[config.mk]
export PLATFORM = sky130hd
export DESIGN_NAME = pixel_serializer
export DESIGN_NICKNAME = d
export VERILOG_FILES = /design/src/rtl/pixel_serializer.sv
export SDC_FILE = /design/constraint.sdc
export NUM_CORES = 1
export LEC_CHECK = 0
export BUFFER_PORTS_ARGS = -buffer_cell sky130_fd_sc_hd__clkbuf_2
export CORE_ASPECT_RATIO = 0.75
export CORE_MARGIN = 1.5
export CORE_UTILIZATION = 45
export CTS_BUF_LIST = sky130_fd_sc_hd__clkbuf_16
export CTS_CLUSTER_DIAMETER = 100
export DETAILED_ROUTE_END_ITERATION = 8
export PLACE_DENSITY_LB_ADDON = 0.3
export SLEW_MARGIN = 20
export SYNTH_ARGS = -nofsm -noshare
export SYNTH_HDL_FRONTEND = slang
export SYNTH_SLANG_ARGS = --single-unit
[constraint.sdc]
create_clock -name clk -period 1.8 [get_ports clk]
set_input_delay 0.18 -clock clk [delete_from_list [all_inputs] [get_ports clk]]
set_output_delay 0.18 -clock clk [all_outputs]
set_load 0.05 [all_outputs]
[src/rtl/pixel_serializer.sv]
// pixel_serializer
//   Accepts a packed vector of NUM_PIX pixels through a valid/ready handshake
//   and emits it one pixel per beat, pixel 0 first, with downstream backpressure.
//   A final beat that completes while a new vector is offered loads that vector,
//   so consecutive vectors stream without a bubble.
//
// Parameters
//   NUM_PIX       pixels per input vector (2..16)
//   PIX_W         bits per pixel
//
// Ports
//   clk           clock, rising edge
//   rst_n         asynchronous active-low reset
//   in_valid      pooledPixels holds a vector
//   in_ready      vector accepted this cycle (combinational in the final beat)
//   pooledPixels  packed input vector, element 0 is sent first
//   convResult    current output pixel (registered)
//   En            convResult is valid (registered)
//   out_ready     downstream accepts convResult this cycle
//   last          current beat is the final beat of the vector (registered)
//
// Build option
//   PIXEL_SERIALIZER_DUP_EN  when defined, every pixel is sent on two consecutive
//                            beats (2x nearest-neighbour upsample).
module pixel_serializer #(
  parameter int unsigned NUM_PIX = 4,
  parameter int unsigned PIX_W   = 8
) (
  input  logic                           clk,
  input  logic                           rst_n,
  input  logic                           in_valid,
  output logic                           in_ready,
  input  logic [NUM_PIX-1:0][PIX_W-1:0]  pooledPixels,
  output logic [PIX_W-1:0]               convResult,
  output logic                           En,
  input  logic                           out_ready,
  output logic                           last
);

  localparam int unsigned IDX_W = (NUM_PIX > 1) ? $clog2(NUM_PIX) : 1;
  localparam logic [IDX_W-1:0] LAST_IDX = IDX_W'(NUM_PIX - 1);

  typedef enum logic {StIdle, StSend} state_t;

  state_t                        state;
  logic [NUM_PIX-1:0][PIX_W-1:0] holding;
  logic [IDX_W-1:0]              idx;
  logic [IDX_W-1:0]              nextIdx;
  logic                          beatDone;
  logic                          inXfer;
`ifdef PIXEL_SERIALIZER_DUP_EN
  // Set while the second copy of holding[idx] is on the output.
  logic                          second;
`endif

  assign beatDone = En && out_ready;
  // In SEND a new vector can only be taken as the final beat leaves.
  assign in_ready = (state == StIdle) || (last && out_ready);
  assign inXfer   = in_valid && in_ready;
  assign nextIdx  = idx + IDX_W'(1);

  always_ff @(posedge clk or negedge rst_n) begin
    if (!rst_n) begin
      state      <= StIdle;
      holding    <= '0;
      idx        <= '0;
      convResult <= '0;
      En         <= 1'b0;
      last       <= 1'b0;
`ifdef PIXEL_SERIALIZER_DUP_EN
      second     <= 1'b0;
`endif
    end else begin
      unique case (state)
        StIdle: begin
          if (inXfer) begin
            state      <= StSend;
            holding    <= pooledPixels;
            idx        <= '0;
            convResult <= pooledPixels[0];
            En         <= 1'b1;
            last       <= 1'b0;
`ifdef PIXEL_SERIALIZER_DUP_EN
            second     <= 1'b0;
`endif
          end
        end
        StSend: begin
          if (beatDone) begin
            if (last) begin
              if (inXfer) begin
                // Back-to-back reload: stay in SEND, restart at pixel 0.
                holding    <= pooledPixels;
                idx        <= '0;
                convResult <= pooledPixels[0];
                last       <= 1'b0;
`ifdef PIXEL_SERIALIZER_DUP_EN
                second     <= 1'b0;
`endif
              end else begin
                state      <= StIdle;
                idx        <= '0;
                convResult <= '0;
                En         <= 1'b0;
                last       <= 1'b0;
`ifdef PIXEL_SERIALIZER_DUP_EN
                second     <= 1'b0;
`endif
              end
            end else begin
`ifdef PIXEL_SERIALIZER_DUP_EN
              if (!second) begin
                // Repeat the same pixel; only the copy of the final pixel is last.
                second <= 1'b1;
                last   <= (idx == LAST_IDX);
              end else begin
                second     <= 1'b0;
                idx        <= nextIdx;
                convResult <= holding[nextIdx];
                last       <= 1'b0;
              end
`else
              idx        <= nextIdx;
              convResult <= holding[nextIdx];
              last       <= (nextIdx == LAST_IDX);
`endif
            end
          end
        end
        default: state <= StIdle;
      endcase
    end
  end

endmodule

==> metrics.csv <==
stage,metric,value,unit
status,status,"finished, final reports clean",
timing,setup_tns,0,ps
logic_synthesis,top cell type's share of synthesized area,52.6,%
logic_synthesis,synthesis-stage register bit count,45,
power_and_ir_drop,Flop pwr share,38.9,%
global_route,largest net degree at the start of global routing,27,
die,I/O pin cnt,47,
timing,final hold slack,129,ps
die,Die Span X,82.6,µm
min_path,worst min path class,in2reg,
timing,final count of pins violating max slew,0,
clocking,TritonCTS clock tree,yes,
critical_path,Worst EP required,1960,ps
finish,post-layout net count,249,
global_route,vias in the first global route,1592,
logic_synthesis,syn avg cell area,13.3,µm²
timing,Final Hold Viols,0,
global_route,total gr overflow,0,
drt,Via Count,1541,
drt,drt wl/cell,17.3,µm
critical_path,Worst Setup Path Type,reg2reg,
logic_synthesis,post-synthesis sequential area ratio,52.6,%
critical_path,R2R depth,4,
place,Port-buffer cells,46,
clocking,Setup Buffers After CTS,0,
logic_synthesis,Synth Flop Type,dfrtp_1,
clocking,CTS sink cnt,45,
power_and_ir_drop,worst vdd ir,0.924,mV
drt,post-route ant nets,0,
finish,Non-Filler Instances,270,
timing,RSZ-0062 raised after global routing,false,
place,Placed Area,2460,µm²
clocking,Root Driver,clkbuf_16,
die,site row count,21,
timing,worst slew pin tran,451,ps
critical_path,crit path to,convResult[4],
clocking,Clock Latency Late Sink,280,ps
timing,Worst Clk Skew,3.50,ps
logic_synthesis,post-synth top area cell,dfrtp_1,
timing,"Setup violations, final",0,
logic_synthesis,Synthesized Nets,198,
finish,layout cell share with drive strength beyond 1,49.3,%
clocking,register clock-pin slew on the reported worst setup and hold paths,60,ps
global_route,initial antenna violation count,0,
critical_path,CP endpoint kind,register,
power_and_ir_drop,switch share,37.0,%
finish,utilization after layout,57.9,%
drt,DRT iter0 DRCs,80,
drt,post-DR vias/cell,5.71,
timing,crit path time final,1720,ps
logic_synthesis,"EDFF count, synth",0,
power_and_ir_drop,power share of the combinational group,39.8,%
logic_synthesis,Cells after Synth,161,
critical_path,reg2reg start,idx[0],
critical_path,Critical Path Start Type,register,
global_route,first-pass GRT wire length,7890,µm
die,die area,5180,µm²
place,HPWL Detailed,3470,µm
drt,WL final,4670,µm
power_and_ir_drop,NetSw,1530,µW
critical_path,Critical Path AT,1890,ps
finish,Final Instance Area,2620,µm²
die,initial core utilization,47.3,%
timing,period utilization,95.7,%
place,placed insts,261,
critical_path,FF-to-FF setup slack,80,ps
drt,DRC errors left,0,
logic_synthesis,synth unique cells,32,
drt,drt pass-1 iters,4,
finish,antenna cells,0,
logic_synthesis,Mapped Area,2140,µm²
clocking,CTS buffer count,5,
finish,Area Growth Syn to Fin,22.2,%
power_and_ir_drop,Pwr Density,1580,nW/µm²
power_and_ir_drop,Clk pwr share,21.3,%
timing,Slew HR,69.6,%
critical_path,crit path from,idx[0],
place,GPL Wtd Cong,0.775,
global_route,Global Route Usage Sum,20.2,%
logic_synthesis,"top cells by area, synth","dfrtp_1 53%, mux2_2 17%, mux2i_1 6.1%, buf_6 2.1%, o22ai_1 1.8%",
logic_synthesis,Synth warnings,0,
die,Core Box Area,4520,µm²
finish,FILL cells,372,
logic_synthesis,async set-reset flop share out of synthesis,100,%
power_and_ir_drop,Int Pwr,2600,µW
flow_run,max-cap violations,0,
clocking,H-tree levels,2,
clocking,Clock Path Buffers,2,
critical_path,RR Endpoint,convResult[4],
timing,Max Clk Rate,0.580,GHz
critical_path,crit-path max FO,10,
power_and_ir_drop,P_leak,0.00120,µW
die,die height,62.7,µm
## sequential cells by signal, summed over array words and instances, names as in the netlist
register,cells
state,1
holding,32
convResult,8
last,1
En,1
idx,2
## how the worst min path moves through the flow
stage,startpoint,endpoint,depth (start not counted)
5_1_grt,pooledPixels[21],holding[21],2
3_3_place_gp,rst_n,holding[17],1
2_1_floorplan,rst_n,En,0
6_report,pooledPixels[15],holding[15],2
4_1_cts,pooledPixels[15],holding[15],2
3_5_place_dp,rst_n,holding[17],1
## placed cells by master (no fill, tap or decap), types with 3 or more instances in the layout
| cell | synthesis | final |
|---|---|---|
| clkbuf_2 | 0 | 46 |
| o2bb2ai_1 | 3 | 3 |
| mux2i_1 | 13 | 13 |
| a21oi_1 | 3 | 3 |
| inv_1 | 5 | 4 |
| dfrtp_1 | 45 | 43 |
| mux2_2 | 32 | 32 |
| nor3b_1 | 3 | 3 |
| nor2b_1 | 3 | 3 |
| nand3_1 | 3 | 3 |
| o32a_1 | 3 | 3 |
| o21ai_0 | 5 | 5 |
| clkbuf_16 | 0 | 5 |
| o22a_1 | 3 | 3 |
| buf_4 | 0 | 7 |
| o22ai_1 | 6 | 6 |
## cells by family (layout without fill, tap and decap cells)
group / count (synthesis) / after routing / share of synthesized area, %
fa+ha+maj: 1 / 1 / 0.585
compound gates: 30 / 30 / 10.4
flops: 45 / 45 / 52.6
buf+inv: 16 / 68 / 4.39
simple gates: 22 / 22 / 6.78
mux: 47 / 47 / 25.2
## cell type report
cell class | count | area (µm²) | share of cell area [%]
timing repair buffer | 55 | 313 | 12.0
inverter | 5 | 21.3 | 0.813
tap | 57 | 71.3 | 2.73
clock buffer | 5 | 125 | 4.78
sequential | 45 | 1130 | 43.2
clock inverter | 3 | 17.5 | 0.670
multi-input combinational | 100 | 938 | 35.9
## power groups by stage
| stage | clock network (µW) | registers [µW] | logic, µW |
|---|---|---|---|
| 6_report | 880 | 1600 | 1640 |
| 5_1_grt | 967 | 1640 | 1760 |
| 4_1_cts | 901 | 1600 | 1650 |
| 3_5_place_dp | 0 | 1620 | 1640 |
| 3_3_place_gp | 0 | 1600 | 1580 |
| 2_1_floorplan | 0 | 1880 | 981 |
## timing repair
action / 4_1_cts / 5_1_grt
resized for setup: 0 / 0
endpoints found under the hold margin: 9 / 0
hold buffers: 1 / 0
## metal layers
layer / global-route usage (%) / part of all wire (%) / vias to the layer above
met2: 30.5 / 48 / 55
met3: 5.26 / 6.2 / 6
met1: 28.1 / 45 / 777
met4: 7.08 / 1.1 / 0
li1: - / - / 703
met5: 0 / 0 / -
## worst max-delay path: stages, from the launching register on
cell and delay, ps:
dfrtp_1 390, buf_4 240, mux4_2 510, and4_4 200, a221o_1 260
## cell usage after synthesis, drive strengths merged, types with 4 or more instances
library cell  count
dfrtp            45
mux2             32
mux2i            13
buf               7
o22ai             6
inv               5
o21ai             5
clkbuf            4
## metrics by stage
| stage | setup WS (ps) | power [µW] |
|---|---|---|
| floorplan | 6.91 | 2860 |
| global placement | 135 | 3180 |
| detailed placement | 100 | 3260 |
| CTS | 73.2 | 4160 |
| global route | 26.4 | 4370 |
| finish | 76.5 | 4120 |
Power figures use the tool's default switching activity.
